==> src/rtl/urv_defs.sv <==
// Shared definitions for the urv load/store unit: LDST function codes and FSM state encodings.
package urv_defs;

    localparam logic [2:0] LDST_B  = 3'b000;
    localparam logic [2:0] LDST_H  = 3'b001;
    localparam logic [2:0] LDST_L  = 3'b010;
    localparam logic [2:0] LDST_BU = 3'b100;
    localparam logic [2:0] LDST_HU = 3'b101;

    localparam logic [1:0] ST_IDLE  = 2'd0;
    localparam logic [1:0] ST_LOAD  = 2'd1;
    localparam logic [1:0] ST_STORE = 2'd2;

endpackage

==> src/rtl/urv_lsu_align.sv <==
// Byte-lane alignment: byte enables, lane-replicated store data and misalignment detection.
module urv_lsu_align
    import urv_defs::*;
(
    input  logic [2:0]  fun_i,
    input  logic [1:0]  addr_i,
    input  logic [31:0] data_i,
    output logic [3:0]  select_o,
    output logic [31:0] data_o,
    output logic        misalign_o
);

    always_comb begin
        select_o   = 4'b1111;
        data_o     = data_i;
        misalign_o = 1'b0;
        case (fun_i)
            LDST_B, LDST_BU: begin
                select_o = 4'b0001 << addr_i;
                data_o   = {4{data_i[7:0]}};
            end
            LDST_H, LDST_HU: begin
                select_o   = addr_i[1] ? 4'b1100 : 4'b0011;
                data_o     = {2{data_i[15:0]}};
                misalign_o = addr_i[0];
            end
            // Word access; unknown codes fall back to word semantics.
            default: begin
                misalign_o = (addr_i != 2'b00);
            end
        endcase
    end

endmodule

==> src/rtl/urv_lsu.sv <==
// Load/store unit between execute and the data-memory bus.
// Optional bus watchdog enabled by defining URV_LSU_TIMEOUT_EN.
module urv_lsu
    import urv_defs::*;
#(
    parameter int unsigned g_timeout_cycles = 255
) (
    input  logic        clk_i,
    input  logic        rst_i,
    input  logic        e_valid_i,
    input  logic        e_load_i,
    input  logic        e_store_i,
    input  logic [2:0]  e_fun_i,
    input  logic [31:0] e_addr_i,
    input  logic [31:0] e_data_i,
    output logic        busy_o,
    output logic        misalign_o,
    output logic [31:0] dm_addr_o,
    output logic [31:0] dm_data_s_o,
    output logic [3:0]  dm_data_select_o,
    output logic        dm_load_o,
    output logic        dm_store_o,
    input  logic [31:0] dm_data_l_i,
    input  logic        dm_load_done_i,
    input  logic        dm_store_done_i,
    output logic [31:0] w_load_data_o,
    output logic        w_load_done_o,
    output logic        w_store_done_o,
    output logic        bus_error_o
);

    logic [1:0]  state_q, state_d;
    logic [3:0]  al_select;
    logic [31:0] al_data;
    logic        al_misalign;
    logic        req, accept, reject, done_hit, expired, finish;

    logic [31:0] addr_q, addr_d, sdata_q, sdata_d, ldata_q, ldata_d;
    logic [3:0]  select_q, select_d;
    logic        load_q, load_d, store_q, store_d;
    logic        misalign_q, misalign_d;
    logic        ldone_q, ldone_d, sdone_q, sdone_d, err_q, err_d;

    urv_lsu_align u_align (
        .fun_i      (e_fun_i),
        .addr_i     (e_addr_i[1:0]),
        .data_i     (e_data_i),
        .select_o   (al_select),
        .data_o     (al_data),
        .misalign_o (al_misalign)
    );

    assign req      = e_valid_i & (e_load_i | e_store_i);
    assign accept   = (state_q == ST_IDLE) & req & ~al_misalign;
    assign reject   = (state_q == ST_IDLE) & req & al_misalign;
    assign done_hit = ((state_q == ST_LOAD) & dm_load_done_i) |
                      ((state_q == ST_STORE) & dm_store_done_i);

`ifdef URV_LSU_TIMEOUT_EN
    localparam logic [15:0] TMO_LAST = 16'(g_timeout_cycles - 1);
    logic [15:0] tmo_cnt_q;

    always_ff @(posedge clk_i) begin
        if (rst_i || accept) begin
            tmo_cnt_q <= '0;
        end else if (state_q != ST_IDLE) begin
            tmo_cnt_q <= tmo_cnt_q + 16'd1;
        end
    end

    // A done arriving on the expiry cycle takes precedence over the abort.
    assign expired = (state_q != ST_IDLE) & ~done_hit & (tmo_cnt_q == TMO_LAST);
`else
    logic unused_timeout;
    assign unused_timeout = ^16'(g_timeout_cycles);
    assign expired        = 1'b0;
`endif

    assign finish = done_hit | expired;

    always_ff @(posedge clk_i) begin
        if (rst_i) begin
            state_q <= ST_IDLE;
        end else begin
            state_q <= state_d;
        end
    end

    always_comb begin
        state_d = state_q;
        case (state_q)
            ST_IDLE:  if (accept) state_d = e_load_i ? ST_LOAD : ST_STORE;
            ST_LOAD,
            ST_STORE: if (finish) state_d = ST_IDLE;
            default:  state_d = ST_IDLE;
        endcase
    end

    always_comb begin
        addr_d     = addr_q;
        sdata_d    = sdata_q;
        select_d   = select_q;
        ldata_d    = ldata_q;
        load_d     = (state_d == ST_LOAD);
        store_d    = (state_d == ST_STORE);
        misalign_d = reject;
        ldone_d    = (state_q == ST_LOAD) & finish;
        sdone_d    = (state_q == ST_STORE) & finish;
        err_d      = expired;
        if (accept) begin
            addr_d   = {e_addr_i[31:2], 2'b00};
            sdata_d  = al_data;
            select_d = al_select;
        end
        if (state_q == ST_LOAD) begin
            if (dm_load_done_i) ldata_d = dm_data_l_i;
            else if (expired)   ldata_d = '0;
        end
    end

    always_ff @(posedge clk_i) begin
        if (rst_i) begin
            addr_q     <= '0;
            sdata_q    <= '0;
            select_q   <= '0;
            ldata_q    <= '0;
            load_q     <= 1'b0;
            store_q    <= 1'b0;
            misalign_q <= 1'b0;
            ldone_q    <= 1'b0;
            sdone_q    <= 1'b0;
            err_q      <= 1'b0;
        end else begin
            addr_q     <= addr_d;
            sdata_q    <= sdata_d;
            select_q   <= select_d;
            ldata_q    <= ldata_d;
            load_q     <= load_d;
            store_q    <= store_d;
            misalign_q <= misalign_d;
            ldone_q    <= ldone_d;
            sdone_q    <= sdone_d;
            err_q      <= err_d;
        end
    end

    assign busy_o           = (state_q != ST_IDLE);
    assign misalign_o       = misalign_q;
    assign dm_addr_o        = addr_q;
    assign dm_data_s_o      = sdata_q;
    assign dm_data_select_o = select_q;
    assign dm_load_o        = load_q;
    assign dm_store_o       = store_q;
    assign w_load_data_o    = ldata_q;
    assign w_load_done_o    = ldone_q;
    assign w_store_done_o   = sdone_q;
    assign bus_error_o      = err_q;

endmodule

==> config.mk <==
export PLATFORM = sky130hd
export DESIGN_NAME = urv_lsu
export DESIGN_NICKNAME = d
export VERILOG_FILES = /design/src/rtl/urv_defs.sv /design/src/rtl/urv_lsu_align.sv /design/src/rtl/urv_lsu.sv
export SDC_FILE = /design/constraint.sdc
export NUM_CORES = 1
export LEC_CHECK = 0
export ABC_CLOCK_PERIOD_IN_PS = 1500
export BUFFER_PORTS_ARGS = -buffer_cell sky130_fd_sc_hd__buf_2
export CAP_MARGIN = 10
export CORE_UTILIZATION = 41
export DETAILED_ROUTE_END_ITERATION = 8
export GPL_ROUTABILITY_DRIVEN = 0
export GPL_TIMING_DRIVEN = 1
export PLACE_DENSITY_LB_ADDON = 0.05
export SLEW_MARGIN = 10
export SYNTH_ARGS = -nofsm -noshare
export SYNTH_HDL_FRONTEND = slang
export SYNTH_SLANG_ARGS = --single-unit
==> constraint.sdc <==
create_clock -name clk_i -period 1.5 [get_ports clk_i]
set_input_delay 0.15 -clock clk_i [delete_from_list [all_inputs] [get_ports clk_i]]
set_output_delay 0.15 -clock clk_i [all_outputs]
set_load 0.01 [all_outputs]
After elaboration in Yosys (flattened, before gate mapping)
Index checks and enable logic that the tools add are counted.
{ "op_classes": {"n_bitwise": 11, "reduce_logical": 8, "n_eq_ne": 7, "mux": 8, "n_shift": 1} }
{ "op_table": {"columns": ["operator", "count"], "rows": [
  ["$pmux 32 s2", 1],
  ["$and 1x1->1", 8],
  ["$pmux 4 s2", 1],
  ["$eq 3x3->1 const B", 2],
  ["$mux 2", 3],
  ["$reduce_or 2->1", 3],
  ["$eq 2x1->1 const B", 2],
  ["$eq 2x2->1 const B", 2],
  ["$mux 4", 1],
  ["$pmux 2 s2", 1],
  ["$reduce_bool 2->1", 2],
  ["$shl 1x2->4 const A", 1],
  ["$eq 3x1->1 const B", 1],
  ["$logic_not 3->1", 1],
  ["$logic_not 2->1", 1],
  ["$or 1x1->1", 2],
  ["$pmux 1 s2", 1],
  ["$reduce_and 2->1", 1],
  ["$not 1->1", 1]
]} }
{ "word_totals": {"in_bits": 106, "elab_cells": 45, "reg_bits": 105} }

Logic depth before layout (Yosys ltp)
{ "logic_depth": {"depth_word": 8, "depth_mapped": 9} }

Modules after synthesis
A second synthesis with hierarchy kept.
{ "unflattened": {"hier_cells": 531, "hier_area_um2": 4279.1} }
{ "modules_own_cells": {"columns": ["module", "seq_area_each_um2", "n_inst", "area_per_inst_um2", "cells_each"], "rows": [
  ["urv_lsu", 2102.0, 1, 3757.4, 468],
  ["urv_lsu_align", 0.0, 1, 521.8, 63]
]} }

Worst setup path before layout
OpenSTA, ideal clock, no wires.
{ "synth_path": {"path_type": "register to register", "startpoint": "register state_q[0]", "endpoint": "register store_q, in the netlist dm_store_o", "arrival_ps": 1474, "synth_period_minus_slack_ps": 1562, "setup_time_ps": 87, "path_buffers": 1, "t_required_ps": 1413, "stages_incl_launch_ff": 8, "slack_ps": -62, "path_cell_list": "dfxtp_1 > inv_1 > ha_1 > o211a_4 > and3_1 > buf_6 > a211oi_2 > nor4b_2"} }
{ "synth_between": {"elab_chain_len": 6, "word_cells_on_any_way": 13} }
{ "synth_rtl": {"columns": ["element", "line_no", "text"], "rows": [
  ["start, declared", "urv_lsu.sv:32", "logic [1:0] state_q, state_d;"],
  ["start signal, assigned", "urv_lsu.sv:85", "state_q <= state_d;"],
  ["$eq 2x1->1, or another cell as far along", "urv_lsu.sv:56, urv_lsu.sv:91", null],
  ["$and 1x1->1, on equally long branches", "urv_lsu.sv:56, urv_lsu.sv:54, urv_lsu.sv:57", null],
  ["$or 1x1->1 / $and 1x1->1 (equally long branches)", "urv_lsu.sv:56, urv_lsu.sv:54", null],
  ["$mux 2, on equally long branches", "urv_lsu.sv:94, urv_lsu.sv:92", null],
  ["$pmux 2 s2 *", "urv_lsu.sv:91", "case (state_q)"],
  ["$eq 2x2->1 *", "urv_lsu.sv:105", "store_d = (state_d == ST_STORE);"],
  ["end signal, assigned", "urv_lsu.sv:139", "store_q <= store_d;"],
  ["end, declared", "urv_lsu.sv:40", "logic load_q, load_d, store_q, store_d;"]
]} }
Mark *: on every way between the ends. The rest lies on a longest branch, timed or not.
A chain may end at the register's enable or synchronous reset.

Final worst setup path
{ "layout_path": {"startpoint": "register state_q[0]", "endpoint": "register load_q, in the netlist dm_load_o"} }
{ "layout_between": {"elab_chain_len": 6, "word_cells_on_any_way": 13} }
{ "layout_rtl": {"columns": ["element", "line_no", "text"], "rows": [
  ["$eq 2x1->1, or another cell as far along", "urv_lsu.sv:56, urv_lsu.sv:91", null],
  ["$and 1x1->1, on equally long branches", "urv_lsu.sv:56, urv_lsu.sv:54, urv_lsu.sv:57", null],
  ["$or 1x1->1 / $and 1x1->1 (equally long branches)", "urv_lsu.sv:56, urv_lsu.sv:54", null],
  ["$mux 2, on equally long branches", "urv_lsu.sv:94, urv_lsu.sv:92", null],
  ["$pmux 2 s2 *", "urv_lsu.sv:91", null],
  ["$eq 2x1->1 *", "urv_lsu.sv:104", "load_d = (state_d == ST_LOAD);"],
  ["end signal, assigned", "urv_lsu.sv:138", "load_q <= load_d;"],
  ["end, declared", "urv_lsu.sv:40", null]
]} }
Marks and branches as above.

==> metrics.cfg <==
[run_status]
status = complete, but fails checks
violations = negative setup slack

[critical_path]
cp-startpoint = state_q[0]
crit_type = reg -> reg
cp-end-kind = flop
path_cells = inv_2 > ha_4 > o211a_4 > buf_4 > buf_4 > nand3_4 > o211a_4 > nor4b_2
cp_slowest_cell = dfxtp_2
r2r-start = state_q[0]
r2r_cells = 8
crit_path_start_kind = flop
r2r_end = dm_load_o
cp_top_family = compound AO/OA/AOI/OAI gates
critPathRequiredTime_ns = 1.73
reg2reg_slack_ns = -0.1
worstSetupEndpoint = dm_load_o
path_buf_inv = 3
arrival_ns = 1.83
cpPeakStageDelay_ns = 0.33
cp_max_fo = 5
path_depth = 8

[placed_design]
dp_hpwl_um = 8140
place_inst = 827
io_buffers = 208

[clock_tree]
clk_path_buf_depth = 2
htree_levels = 3
root_buffer = clkbuf_8
cts_made_buffers = 9
cts_tree = done
insertion_delay_ns = 0.36
cts.sinks = 105
clkTransAtPathRegs_ns = 0.10

[yosys]
yosys.area.top_type = dfxtp_1
syn_area_per_cell_um2 = 8.25
synth-seq-cells = 105
yosysWarnings = 0
synth_top_area_share_pct = 50.8
ys_top_cells_by_area = dfxtp_1, nand2_1, a21oi_1, mux2i_1, nor2_1
synth_edf_count = 0
synthCells = 501
synth-async-reset-ratio_pct = 0
ys_seq_area_share_pct = 50.8
syn_area_um2 = 4140
ys_types = 35
synth_flop_cell = dfxtp_1

[pwr]
p_sw_share_pct = 26.0
power_w = 0.00604
p_int_w = 0.00447
p_per_area_nw_per_um2 = 990
power_frac_seq_pct = 49.4
power_frac_comb_pct = 18.0
power.leakage_nw = 2.75
max-vdd-ir-drop_uv = 478
p_switching_w = 0.00157
p_clk_share_pct = 32.6

[floorplan]
fp.dieW_um = 102
start_util_pct = 42.3
ioPinCount = 213
std_cell_rows = 36
dieArea_um2 = 10500
die_height_um = 102
core_area_um2 = 9770

[drt]
wl_met1_um = 5330
vias = 4236
drt_iter0_markers = 102
viasPerCell = 4.92
wl_met2_um = 5530
wl_um = 12000
avgRoutedWirePerCell_um = 13.9
drtAntennaViolNets = 0
drc_errors = 0
wl_met3_um = 881
first_pass_iters = 5
routed.top_layer = met4

[sta]
setup_viol = 57
worstMarginPinSlew_ns = 0.520
setup-tns-final_ns = -1.52
hold_violations = 0
maxSlewViolCount = 0
setup_ws_ns = -0.0962
fin_crit_sh_pct = 106
fin_crit_ns = 1.60
slew_headroom_pct = 65.1
fmax_mhz = 627
skew_ns = 0.0102
rsz0062_at_grt = yes

[flow_run]
maxCapViolCount = 0

[global_routing]
antenna_found_initial = 0
track_usage_pct = 21.7
grt_pass1_wl_um = 17700
grt_pass1_vias = 3650
grt_max_degree = 43
grt_overflow = 0

[final_layout]
nets = 833
stdcell_count = 861
drive_above_1_share_pct = 41.6
areaGrowthSynthToFinish_pct = 47.5
fill_cells = 917
antenna_cells = 0

[hold_path]
hp-class = in -> reg

==> metrics by stage <==
step	hold WS, ns	instance area [um2]	utilization (%)	worst slack, ns
global placement	0.391	5390	55.1	-0.0613
finish	0.0153	6100	62.4	-0.0962
floorplan	0.286	4150	-	0.0141
CTS	0.00124	5900	60.4	-0.0568
global route	0.00269	6100	62.4	-0.164
detailed placement	0.397	5390	55.1	-0.151
==> how the worst min path moves through the flow <==
| stage | from | endpoint | slack [ns] | cells after the start |
|---|---|---|---|---|
| 5_1_grt | e_addr_i[6] | dm_addr_o[6] | 0.003 | 3 |
| 3_5_place_dp | e_addr_i[2] | dm_addr_o[2] | 0.40 | 3 |
| 4_1_cts | dm_data_l_i[23] | w_load_data_o[23] | 0.001 | 3 |
| 6_report | dm_data_l_i[9] | w_load_data_o[9] | 0.02 | 3 |
| 2_1_floorplan | e_addr_i[10] | dm_addr_o[10] | 0.29 | 2 |
| 3_3_place_gp | e_addr_i[31] | dm_addr_o[31] | 0.39 | 3 |
==> power by group through the flow <==
stage / sequential (W) / combinational [W] / clock [W]
after floorplan: 0.00311 / 0.000424 / 0
after global placement: 0.00304 / 0.000892 / 0
after detailed placement: 0.00305 / 0.000908 / 0
after CTS: 0.00298 / 0.00102 / 0.00202
after global routing: 0.00300 / 0.00119 / 0.00213
final: 0.00298 / 0.00109 / 0.00197
==> synthesized netlist by cell type, types with 2 or more instances <==
master	n
nor3b_1	2
o211ai_1	8
a311oi_1	8
clkbuf_1	21
o21ai_0	10
nor3_1	3
buf_4	8
inv_1	4
mux2i_1	16
ha_1	4
a311oi_2	3
a21oi_1	80
buf_2	7
buf_6	4
a211oi_1	10
dfxtp_1	105
buf_1	2
nand2_1	168
nor2_1	22
==> metal layers <==
layer | track usage, % | vias to the layer above
met5 | 0 | -
met4 | 9.12 | 0
met3 | 5.95 | 18
met2 | 34.2 | 147
met1 | 27.8 | 1951
li1 | - | 2120
==> cell usage in the layout (no fill, tap or decap), types with 3 or more instances in the layout <==
cell,synthesis,final
clkbuf_16,0,3
nor3_1,3,3
dfxtp_1,105,103
conb_1,1,3
a211oi_1,10,6
buf_2,7,207
nand2_1,168,165
o21ai_0,10,10
clkbuf_8,0,11
a311oi_1,8,3
dlygate4sd3_1,0,7
buf_4,8,20
a311oi_2,3,8
o211ai_1,8,8
a21oi_1,80,70
a21oi_2,0,10
buf_12,0,8
a211oi_2,1,4
nor2_1,22,20
mux2i_1,16,16
==> what timing repair did <==
action / 4_1_cts / 5_1_grt
gates resized for setup: 22 / 33
endpoints found under the hold margin: 7 / 0
pin swaps: 11 / 8
hold buffers: 7 / 0
setup buffers: 4 / 4
setup endpoints to repair: 57 / 88
cloned: 3 / 3
==> tightest hold or removal path, cell delays in order <==
cell	delay [ns]
buf_2	0.10
nand2_1	0.05
a21oi_1	0.05
==> sequential cells by signal (all words and copies together), names as in the netlist <==
name / count
dm_load_o: 1
misalign_o: 1
dm_data_select_o: 4
w_load_data_o: 32
w_load_done_o: 1
w_store_done_o: 1
dm_data_s_o: 32
dm_addr_o: 30
state_q: 2
dm_store_o: 1
==> final cells by class <==
type / count / area (um2) / share of cell area [%]
inverter: 5 / 18.8 / 0.308
timing repair buffer: 251 / 1600 / 26.2
tap: 133 / 166 / 2.73
sequential: 105 / 2100 / 34.5
multi-input combinational: 351 / 1980 / 32.5
clock buffer: 12 / 155 / 2.54
clock inverter: 4 / 73.8 / 1.21
==> kinds of logic (layout without fill, tap and decap cells) <==
logic type               count (synthesis)  count (layout)  share of synthesized area [%]
AND/OR/NAND/NOR                        204             204                           19.7
AO/OA/AOI/OAI                          124             124                           18.4
flip-flops                             105             105                           50.8
buffers and inverters                   47             272                           5.93
multiplexers                            16              16                           3.87
adder cells (fa/ha/maj)                  4               4                           1.21
other                                    1               3                         0.0907
Note: power is estimated with default switching activity, not from simulation.
